File: config.mk
export PLATFORM = sky130hd
export DESIGN_NAME = cursor_controller
export DESIGN_NICKNAME = d
export VERILOG_FILES = /design/src/rtl/cursor_controller.sv
export SDC_FILE = /design/constraint.sdc
export NUM_CORES = 1
export LEC_CHECK = 0
export BUFFER_PORTS_ARGS = -buffer_cell sky130_fd_sc_hd__buf_2
export CAP_MARGIN = 25
export CORE_ASPECT_RATIO = 1.2
export CORE_MARGIN = 4
export CORE_UTILIZATION = 45
export DETAILED_ROUTE_END_ITERATION = 10
export HOLD_SLACK_MARGIN = 0.05
export PLACE_DENSITY = 0.72
export RECOVER_POWER = 100
export SYNTH_ARGS = -nofsm -noshare
export SYNTH_HDL_FRONTEND = slang
export SYNTH_SLANG_ARGS = --single-unit
File: constraint.sdc
create_clock -name clk -period 4.9 [get_ports clk]
set_clock_uncertainty 0.1 [all_clocks]
set_input_delay 0.49 -clock clk [delete_from_list [all_inputs] [get_ports clk]]
set_output_delay 0.49 -clock clk [all_outputs]
set_load 0.02 [all_outputs]
File: src/rtl/cursor_controller.sv
// 3x3 board cursor sequencer: debounces five raw buttons, moves the cursor with row/column wrap,
// and issues one-cycle placement strobes. Optional blink selected by `define CURSOR_BLINK_EN.
module cursor_controller #(
  parameter int DEBOUNCE_CYCLES = 500000,
  parameter int BLINK_CYCLES    = 12500000,
  parameter int START_POS       = 4
) (
  input  logic       clk,
  input  logic       rst,
  input  logic       enable,
  input  logic       btn_up,
  input  logic       btn_down,
  input  logic       btn_left,
  input  logic       btn_right,
  input  logic       btn_select,
  input  logic [8:0] occupied,
  output logic [3:0] sel_position,
  output logic       place_valid,
  output logic [3:0] place_pos,
  output logic       cursor_on,
  output logic [1:0] fsm_state
);

  typedef enum logic [1:0] {
    ST_READY  = 2'd0,
    ST_PLACE  = 2'd1,
    ST_FROZEN = 2'd2
  } state_t;

  localparam int DB_W = (DEBOUNCE_CYCLES > 1) ? $clog2(DEBOUNCE_CYCLES) : 1;
  localparam logic [DB_W-1:0] DB_LAST = DB_W'(DEBOUNCE_CYCLES - 1);

  if (DEBOUNCE_CYCLES < 1 || BLINK_CYCLES < 1 || START_POS < 0 || START_POS > 8) begin : g_bad_param
    $error("cursor_controller: illegal parameter value");
  end

  state_t state;

  // Button bit order: 0 up, 1 down, 2 left, 3 right, 4 select (also the priority order).
  logic [4:0] btn_raw;
  logic [4:0] sync_a;
  logic [4:0] sync_b;
  logic [4:0] deb;
  logic [4:0] deb_q;
  logic [4:0] press;
  logic [DB_W-1:0] db_cnt [5];

  assign btn_raw   = {btn_select, btn_right, btn_left, btn_down, btn_up};
  assign press     = deb & ~deb_q;
  assign fsm_state = state;

  always_ff @(posedge clk) begin
    if (rst) begin
      sync_a <= '0;
      sync_b <= '0;
      deb    <= '0;
      deb_q  <= '0;
      for (int i = 0; i < 5; i++) db_cnt[i] <= '0;
    end else begin
      sync_a <= btn_raw;
      sync_b <= sync_a;
      deb_q  <= deb;
      for (int i = 0; i < 5; i++) begin
        if (sync_b[i] == deb[i]) begin
          db_cnt[i] <= '0;
        end else if (db_cnt[i] == DB_LAST) begin
          db_cnt[i] <= '0;
          deb[i]    <= sync_b[i];
        end else begin
          db_cnt[i] <= db_cnt[i] + 1'b1;
        end
      end
    end
  end

  // Highest-priority move wins; lower pulses in the same cycle are simply dropped.
  logic [3:0] pos_col;
  logic [3:0] move_pos;
  logic       move_hit;
  logic       select_hit;

  assign pos_col    = sel_position % 4'd3;
  assign select_hit = press[4] & ~(|press[3:0]);

  always_comb begin
    move_hit = 1'b1;
    move_pos = sel_position;
    if (press[0]) begin
      move_pos = (sel_position >= 4'd3) ? sel_position - 4'd3 : sel_position + 4'd6;
    end else if (press[1]) begin
      move_pos = (sel_position <= 4'd5) ? sel_position + 4'd3 : sel_position - 4'd6;
    end else if (press[2]) begin
      move_pos = (pos_col == 4'd0) ? sel_position + 4'd2 : sel_position - 4'd1;
    end else if (press[3]) begin
      move_pos = (pos_col == 4'd2) ? sel_position - 4'd2 : sel_position + 4'd1;
    end else begin
      move_hit = 1'b0;
    end
  end

`ifdef CURSOR_BLINK_EN
  localparam int BL_W = (BLINK_CYCLES > 1) ? $clog2(BLINK_CYCLES) : 1;
  localparam logic [BL_W-1:0] BL_LAST = BL_W'(BLINK_CYCLES - 1);
  logic [BL_W-1:0] blink_cnt;
`endif

  // Handshake: place_valid is a pulse with no back-pressure; place_pos is meaningful
  // only while place_valid=1 and otherwise holds the last placed cell.
  always_ff @(posedge clk) begin
    if (rst) begin
      state        <= ST_READY;
      sel_position <= 4'(START_POS);
      place_valid  <= 1'b0;
      place_pos    <= 4'd0;
      cursor_on    <= 1'b1;
`ifdef CURSOR_BLINK_EN
      blink_cnt    <= '0;
`endif
    end else begin
      place_valid <= 1'b0;
      case (state)
        ST_READY: begin
          if (!enable) begin
            state <= ST_FROZEN;
          end else if (move_hit) begin
            sel_position <= move_pos;
          end else if (select_hit && !occupied[sel_position]) begin
            state       <= ST_PLACE;
            place_valid <= 1'b1;
            place_pos   <= sel_position;
          end
        end
        ST_PLACE:  state <= enable ? ST_READY : ST_FROZEN;
        ST_FROZEN: if (enable) state <= ST_READY;
        default:   state <= ST_READY;
      endcase

      // The next state is FROZEN exactly when enable is low, so visibility keys off enable.
`ifdef CURSOR_BLINK_EN
      if (!enable) begin
        cursor_on <= 1'b0;
        blink_cnt <= '0;
      end else if (state == ST_FROZEN || (state == ST_READY && move_hit)) begin
        cursor_on <= 1'b1;
        blink_cnt <= '0;
      end else if (blink_cnt == BL_LAST) begin
        cursor_on <= ~cursor_on;
        blink_cnt <= '0;
      end else begin
        blink_cnt <= blink_cnt + 1'b1;
      end
`else
      cursor_on <= enable;
`endif
    end
  end

endmodule

* After elaboration in Yosys (flattened, before gate mapping)
Memories as Yosys holds them, arrays and structs flattened.
Index checks and enable logic that the tools add are counted.
** Word-level totals
- Bits in registers :: 32
- RAM bits :: 95
- Output and inout port bits :: 12
- Memories kept :: 1
** Memory list
- db_cnt :: words 5, width 19, read ports 5, clocked after Yosys merged registers in 0, write ports 5, line 46 : logic [DB_W-1:0] db_cnt [5];
** Operators by class
- Add/sub/neg operators :: 13
- Divide/modulo/power cells :: 1
- $lt $le $gt $ge :: 3
- Equality and inequality tests :: 16
- Muxes and demuxes :: 93
- Bitwise gates (word level) :: 27
- Reduce and logical (&&, ||, !) cells :: 15
** Operators by type and width (count)
- 19-bit 2-to-1 mux :: 15
- 19-bit by 1-bit adder with 19-bit output (second input constant) :: 5
- 19-bit == test (second input constant) :: 5
- 1-bit 2-to-1 mux :: 63
- 4-bit 2-to-1 mux :: 8
- 1-bit bitwise OR :: 15
- 2-bit 2-to-1 mux :: 5
- 2-bit AND reduction :: 5
- 1-bit inverter :: 9
- 4-bit by 2-bit adder with 4-bit output (second input constant) :: 2
- 4-bit AND reduction :: 2
- 4-bit OR reduction :: 2
- 4-bit by 2-bit subtractor with 4-bit output (second input constant) :: 2
- 3-bit inequality test (second input constant) :: 2
- 2-bit one-hot mux with 3 select lines :: 1
- 5-bit bitwise AND :: 1
- 1-bit == test :: 5
- 4-bit by 5-bit < comparator with 1-bit output (second input constant) :: 1
- 5-bit inverter :: 1
- 4-bit by 1-bit adder with 4-bit output (second input constant) :: 1
- 4-bit by 3-bit adder with 4-bit output (second input constant) :: 1
- 1-bit binary-select mux with 4-bit select :: 1
- 4-bit by 2-bit == test with 1-bit output (second input constant) :: 1
- 4-bit by 2-bit >= comparator with 1-bit output (second input constant) :: 1
- other kinds (14) :: 14

* Longest topological paths before layout
Gate-level depths: netlist of the first run.
- Depth in word-level cells :: 10
- Mapped depth :: 17

* Worst setup path after synthesis of the first run
Ideal clock, no wire load.
- Path type :: register to register
- Start point :: register sel_position[1]
- End point :: register sel_position[1]
- Arrival :: 3.892 ns
- Setup slack :: 0.804 ns
- Cell stages (with the launch flop) :: 18
- Path buffers :: 1
- Period minus slack after synthesis :: 4.096 ns
- Cells stage by stage :: dfxtp_1 buf_2 clkinv_1 ha_1 o21ai_1 nand2_1 ha_1 nand2_1 xnor2_1 ha_1 or2_1 o221a_1 a311oi_2 nand3_2 xor2_1 a311oi_1 a211oi_1 a2111oi_2
** Between the ends
- Longest elaborated chain between the ends :: 7
- Elaborated cells on any way between the ends :: 21
- Classes of those cells :: 8 x add/sub; 1 x div; 2 x order compare; 1 x eq/ne; 8 x mux; 1 x reduce/logical
** Ends and longest elaborated chain
- start, declared :: line 17 : output logic [3:0] sel_position,
- start signal, assigned :: line 112 : sel_position <= 4'(START_POS);
- start signal, assigned :: line 126 : sel_position <= move_pos;
- 4-bit by 2-bit modulo with 4-bit output :: line 82 : assign pos_col = sel_position % 4'd3;
- 4-bit by 2-bit == test with 1-bit output :: line 95 : move_pos = (pos_col == 4'd2) ? sel_position - 4'd2 : sel_position + 4'd1;
- 4-bit 2-to-1 mux :: line 95
- 4-bit 2-to-1 mux :: line 94 : end else if (press[3]) begin
- 4-bit 2-to-1 mux :: line 92 : end else if (press[2]) begin
- 4-bit 2-to-1 mux :: line 90 : end else if (press[1]) begin
- 4-bit 2-to-1 mux (*) :: line 88 : if (press[0]) begin
Mark *: on every way between the ends. The rest lies on a longest branch, timed or not. The select of a mux whose other input is x is not followed.
A chain may end at the register's enable or synchronous reset.

* Worst setup path after layout of the first run
Same ends and word-level chain as after synthesis.

==> metrics.yaml, run 1 <==
pwr:
  clockPowerShare_pct: 47.8
  total_power_mw: 2.611
  power_frac_comb_pct: 5.0
  p_sw_uw: 571.9
  power_density_nw_per_um2: 320.1
  total_leakage_power_nw: 2.980
  p_int_mw: 2.039
  vdd_drop_max_mv: 0.2545
  seqPwrFrac_pct: 47.2
  swShare_pct: 21.90
sta:
  slew_violations: 39
  tns_ps: 0
  max_slew_margin_pct: -8.986
  period_share_pct: 87.25
  timing.hold.ws_ps: 182.4
  hold_viol: 0
  setup_viol: 0
  rsz0062_at_grt: "no"
  fmax_ghz: 0.2339
  post-route-min-period_ps: 4275
  worst_pin_slew_ps: 1635
route:
  drtIter0Drc: 339
  routed_wl_um: 11890
  viasPerCell: 4.793
  wl_per_cell_um: 11.46
  drt-pass1-iter-count: 4
  drc_errors: 0
  vias: 4970
  ant_nets: 0
synth:
  ys_seq_area_share_pct: 50.68
  ys_warn_count: 0
  ys_types: 58
  syn_avg_cell_area_um2: 9.904
  yosys_most_used_dff: "edfxtp_1"
  yosysTopAreaCell: "edfxtp_1"
  synth_edf_count: 95
  synth_area_leaders: "edfxtp_1 (41%), dfxtp_1 (9.3%), nor2_1 (7.9%)"
  synthCells: 696
  ys_seq_elements: 127
  syn-cell-area_um2: 6893
  ys_async_sr_fraction_pct: 0
  yosysTopAreaCellShare_pct: 41.39
placement:
  port_buffers: 28
  gp_congestion: 0.8385
  place_area_um2: 7586
  hpwl_um: 8616
final_layout:
  nets: 854
  fin_area_um2: 8159
  drive_gt1_share_pct: 7.083
  insertedDiodeCount: 0
  area_growth_pct: 18.37
  final_util_pct: 54.32
clocking:
  clkSinkCount: 127
  clkLatencyLatePin_ps: 420
  cts_resized: 0
  numCtsBuffers: 17
  root_buffer: "clkbuf_16"
  clk_pin_slew_worst_paths_ps: 50
  cts_tree: "yes"
  clock_path_buffers: 2
  htreeDepth: 4
  cts_setup_buffers: 0
  postCtsHoldBufs: 0
critical_path:
  r2r_start: "sel_position[1]"
  crit_family: "compound AO/OA/AOI/OAI gates"
  reg2regPathDepth: 16
  crit_slowest_cell: "dfxtp_1"
  crit_start: "sel_position[1]"
  crit_path_frequent_cell: "ha_1"
  worst-path-max-fanout: 15
  endpoint_kind: "flip-flop"
  r2r_slack_ps: 620
  path_buf_inv: 1
  startpoint_type: "flip-flop"
  crit_chain: "clkinv_1 > ha_1 > o21ai_1 > nand2_1 > ha_1 > nand2_1 > xnor2_1 > ha_1 > or2_1 > o221a_1 > a311oi_2 > nand3_2 > nor3b_1 > a311oi_1 > a211oi_1 > a2111oi_0"
  r2r_end: "sel_position[1]"
  max_stage_delay_ps: 710
  crit_type: "flip-flop to flip-flop"
  worstPathRequired_ps: 5080
  cp.arrival_ps: 4450
min_path:
  worstHoldPathType: "input pin to flip-flop"
  hold_depth: 2
  min_to: "sync_a[3]"
  hp-start: "btn_right"
global_route:
  grt_max_degree: 39
  grt_pass1_wl_um: 20790
  grt_pass1_vias: 4738
  grt_use_total_pct: 14.92
  antenna_found_initial: 0
  grt-ovfl-total: 0
outcome:
  failed_checks: "capacitance limit, slew limit"
  outcome: "finished with violations"
floorplan:
  dieArea_um2: 17370
  start_util_pct: 45.89
  core-area_um2: 15020
  ios: 29
  die_y_um: 143.6
  die_w_um: 121.0
  num_rows: 49
job:
  cap_viol_max_count: 1
[registers in the layout (all words and copies together), names as in the netlist]
name / count
cursor_on: 1
db_cnt: 95
deb: 5
deb_q: 5
fsm_state: 2
place_pos: 4
place_valid: 1
sel_position: 4
sync_a: 5
sync_b: 5
[final cells by class]
| cell class | count | area, um2 |
|---|---|---|
| timing repair buffer | 31 | 141.4 |
| tap | 204 | 255.2 |
| clock buffer | 19 | 464.2 |
| fill | 1357 | 6862 |
| sequential | 127 | 3493 |
| multi-input combinational | 625 | 3601 |
| clock inverter | 13 | 136.4 |
| inverter | 18 | 67.56 |
[through the flow]
step / worst slack (ps) / instances
6_report: 624.6 / 1037
5_1_grt: 152.7 / 1037
4_1_cts: 760.6 / 1037
3_5_place_dp: 771.5 / 1005
3_3_place_gp: 892.9 / 1005
2_1_floorplan: 804.2 / 790
[logic make-up after synthesis]
family,count (synthesis),synth area share [%]
adders and majority gates,17,3.086
muxes,13,2.269
AOI/OAI and AO/OA,60,5.791
DFF,127,50.68
xor gates and xnor gates,91,11.56
buffers and inverters,38,2.106
and+or+nand+nor,349,24.45
other,1,0.05440
[synthesized netlist by cell type, types with 4 or more instances]
library cell / count
or3_1: 15
mux2i_1: 10
inv_1: 17
o22ai_1: 4
nand2_1: 49
clkbuf_1: 17
edfxtp_1: 95
nor3_1: 12
and2_1: 6
xnor2_1: 35
xor2_1: 56
o21ai_0: 11
nand2b_1: 6
and3_1: 14
a21oi_1: 20
nand3_1: 38
nor2b_1: 20
dfxtp_1: 32
or2_2: 5
ha_1: 17
nor2_1: 145
nand4_1: 14
nor4b_1: 9
[layout by cell type, fill, tap and decap left out, types with 3 or more instances in the layout]
cell type   count
a21boi_0        3
clkinvlp_4      3
nand4_1        14
nor4b_1         9
conb_1         95
xnor2_1        35
nor3_1         12
and4_1          3
ha_1           17
nor3b_1         3
or2_2           5
nor2_1        145
dfxtp_1        32
nand2_1        49
and3_1         14
a21oi_1        20
nand2b_1        6
buf_2          17
nand3_1        38
edfxtp_1       95
clkbuf_1       13
or3_1          15
clkinv_4        3
inv_1          17
o22ai_1         4
clkinv_2        3
and2_1          6
o21ai_0        11
clkbuf_16      18
nor2b_1        20
mux2i_1        10
xor2_1         56
nor4_1          3
[worst register-to-register path: cells and delay by family (launching register included)]
kind	cells	cell delay (ps)
buffers and inverters	1	200
DFF	1	710
adders and majority gates	3	790
xor gates and xnor gates	1	70
and+or+nand+nor	5	810
AOI/OAI and AO/OA	6	1470
[routing by layer]
layer  up-vias  routed length [um]  track usage (%)  share of wire (%)
met5         -                   0                0                  0
met1      2278                5436            18.20                 46
met4         0                 223            6.504                1.9
met3        17                 410            4.094                3.4
met2        75                5814            24.85                 49
li1       2600                   -                -                  -
[how the worst max path moves through the flow]
stage	slack [ps]	depth (start not counted)	to
final	620	16	sel_position[1]
after global routing	150	16	sel_position[1]
after CTS	760	16	sel_position[1]
after detailed placement	770	16	sel_position[1]
after global placement	890	16	sel_position[1]
after floorplan	800	17	sel_position[1]
[power groups by stage]
stage | registers (mW) | logic [mW] | clock network [mW]
2_1_floorplan | 1.25 | 0.100 | 0
3_3_place_gp | 1.25 | 0.127 | 0
3_5_place_dp | 1.25 | 0.129 | 0
4_1_cts | 1.23 | 0.130 | 1.28
5_1_grt | 1.24 | 0.148 | 1.33
6_report | 1.23 | 0.130 | 1.25
Note: power is estimated with default switching activity, not from simulation.
==> run 2: changes to the inputs <==
--- a/config.mk
+++ b/config.mk
@@ -11,9 +11,9 @@
 export CORE_MARGIN = 4
 export CORE_UTILIZATION = 45
 export DETAILED_ROUTE_END_ITERATION = 10
+export GPL_ROUTABILITY_DRIVEN = 1
 export HOLD_SLACK_MARGIN = 0.05
 export PLACE_DENSITY = 0.72
-export RECOVER_POWER = 100
 export SYNTH_ARGS = -nofsm -noshare
 export SYNTH_HDL_FRONTEND = slang
 export SYNTH_SLANG_ARGS = --single-unit
==> run 2 against run 1 <==
Compared with the run above: the flow now finishes without violations; routed wire length shrank 0.20%; critical path depth is the same; count of clock-buffer cells in the layout is the same; via count shrank 0.44%; non-clock buffer count is the same; clock power is essentially flat; flip-flop and latch count is the same; core utilization grew 0.18 points; sequential power is essentially flat; total power is essentially flat; highest routed layer unchanged.
==> metrics.yaml, run 2 (synthesized netlist as in run 1, its figures left out) <==
outcome:
  outcome: "finished, final reports clean"
critical_path:
  worstPathRequired_ps: 5110
  crit_family: "compound AO/OA/AOI/OAI gates"
  startpoint_type: "flip-flop"
  cp.arrival_ps: 4360
  crit_slowest_cell: "dfxtp_1"
  crit_path_frequent_cell: "ha_1"
  cp_num_cells: 16
  endpoint_kind: "flip-flop"
  reg2regPathDepth: 16
  crit_chain: "clkinv_1 > ha_1 > o21ai_1 > nand2_1 > ha_1 > nand2_1 > xnor2_1 > ha_1 > or2_1 > o221a_1 > a311oi_2 > nand3_2 > nor3b_1 > a311oi_1 > a211oi_1 > a2111oi_2"
  max_stage_delay_ps: 690
  worst-path-max-fanout: 15
  path_buf_inv: 1
  crit_type: "flip-flop to flip-flop"
route:
  drc_errors: 0
  wl_met3_um: 395
  dr_wl_met2_um: 5936
  vias: 4948
  drt-pass1-iter-count: 4
  route.layer.met1.wl_um: 5356
  top_layer: "met4"
  wl_per_cell_um: 11.44
  viasPerCell: 4.771
  routed_wl_um: 11860
  drtIter0Drc: 337
  ant_nets: 0
pwr:
  power_density_nw_per_um2: 318.8
  p_int_mw: 2.041
  swShare_pct: 21.80
  p_sw_uw: 569.0
  power_frac_comb_pct: 5.0
  clockPowerShare_pct: 47.8
  vdd_drop_max_mv: 0.2553
  seqPwrFrac_pct: 47.2
  total_leakage_power_nw: 3.031
final_layout:
  nets: 854
  fillers: 1345
  drive_gt1_share_pct: 8.764
  area_growth_pct: 18.77
  multi_input_area_um2: 3607
  regMostFlops: "db_cnt"
  insertedDiodeCount: 0
  final_cell_mix: "nor2_1 (145), edfxtp_1 (95), conb_1 (95)"
  final_common_cell: "nor2_1"
  fin_cells: 1037
  regArea_um2: 3493
  final_util_pct: 54.50
  largest_reg_flops: 95
global_route:
  grt-ovfl-total: 0
  antenna_found_initial: 0
  grt_pass1_vias: 4738
  grt_max_degree: 39
  grt_pass1_wl_um: 20790
  grt_use_total_pct: 14.92
sta:
  period_share_pct: 84.73
  rsz0062_at_grt: "no"
  max_slew_margin_pct: 45.87
  setup_slack_ps: 748.4
  post-route-min-period_ps: 4152
  worst_pin_slew_ps: 811.1
  hold_viol: 0
  fmax_ghz: 0.2409
  slew_violations: 0
  timing.hold.ws_ps: 185.9
  setup_viol: 0
  tns_ps: 0
clocking:
  clk_pin_slew_worst_paths_ps: 50
  cts_tree: "yes"
  cts_setup_buffers: 0
  htreeDepth: 4
  postCtsHoldBufs: 0
  root_buffer: "clkbuf_16"
  clock_path_buffers: 2
  numCtsBuffers: 17
  clkLatencyLatePin_ps: 410
  clkSinkCount: 127
  cts_resized: 0
floorplan:
  die_y_um: 143.6
  core-area_um2: 15020
  start_util_pct: 45.89
  ios: 29
  num_rows: 49
  dieArea_um2: 17370
  die_w_um: 121.0
placement:
  gp_congestion: 0.8385
  hpwl_um: 8616
  port_buffers: 28
  place_ws_ps: 771.5
  place_inst: 1005
job:
  cap_viol_max_count: 0
min_path:
  hold_depth: 2
  worstHoldPathType: "input pin to flip-flop"
-- run 2: area by class of cell --
type	instances	share of cell area (%)
Clock inverter	13	1.666
Timing Repair Buffer	31	1.987
Clock buffer	19	5.670
Multi-Input combinational cell	625	44.06
Tap cell	204	3.118
Inverter	18	0.8253
Sequential cell	127	42.67
-- run 2: worst reg2reg max path, delay by kind of cell, from the launching register on --
kind	cells	cell delay, ps
flops	1	690
compound gates	6	1430
fa+ha+maj	3	750
simple gates	5	810
buf+inv	1	200
xor+xnor	1	70
-- run 2: power groups by stage --
| stage | clock, mW | combinational (mW) | sequential, mW |
|---|---|---|---|
| 2_1_floorplan | 0 | 0.100 | 1.25 |
| 3_3_place_gp | 0 | 0.127 | 1.25 |
| 6_report | 1.25 | 0.131 | 1.23 |
| 4_1_cts | 1.28 | 0.130 | 1.23 |
| 5_1_grt | 1.33 | 0.150 | 1.24 |
| 3_5_place_dp | 0 | 0.129 | 1.25 |
-- run 2: metrics by stage --
step,power (mW),area [um2]
6_report,2.610,8187
3_3_place_gp,1.380,7586
5_1_grt,2.718,8187
4_1_cts,2.640,8187
2_1_floorplan,1.349,7246
3_5_place_dp,1.383,7586
-- run 2: path summary, 6_finish.rpt --
check                   from               to  slack [ps]
min                btn_right        sync_a[3]         190
max          sel_position[1]  sel_position[1]         750
max reg2reg  sel_position[1]  sel_position[1]         750
min reg2reg        sync_a[3]        sync_b[3]         330
-- run 2: per-layer routing --
layer	track usage, %	vias to the layer above
met4	6.504	0
met1	18.20	2280
met3	4.094	13
li1	-	2595
met2	24.85	60
met5	0	-
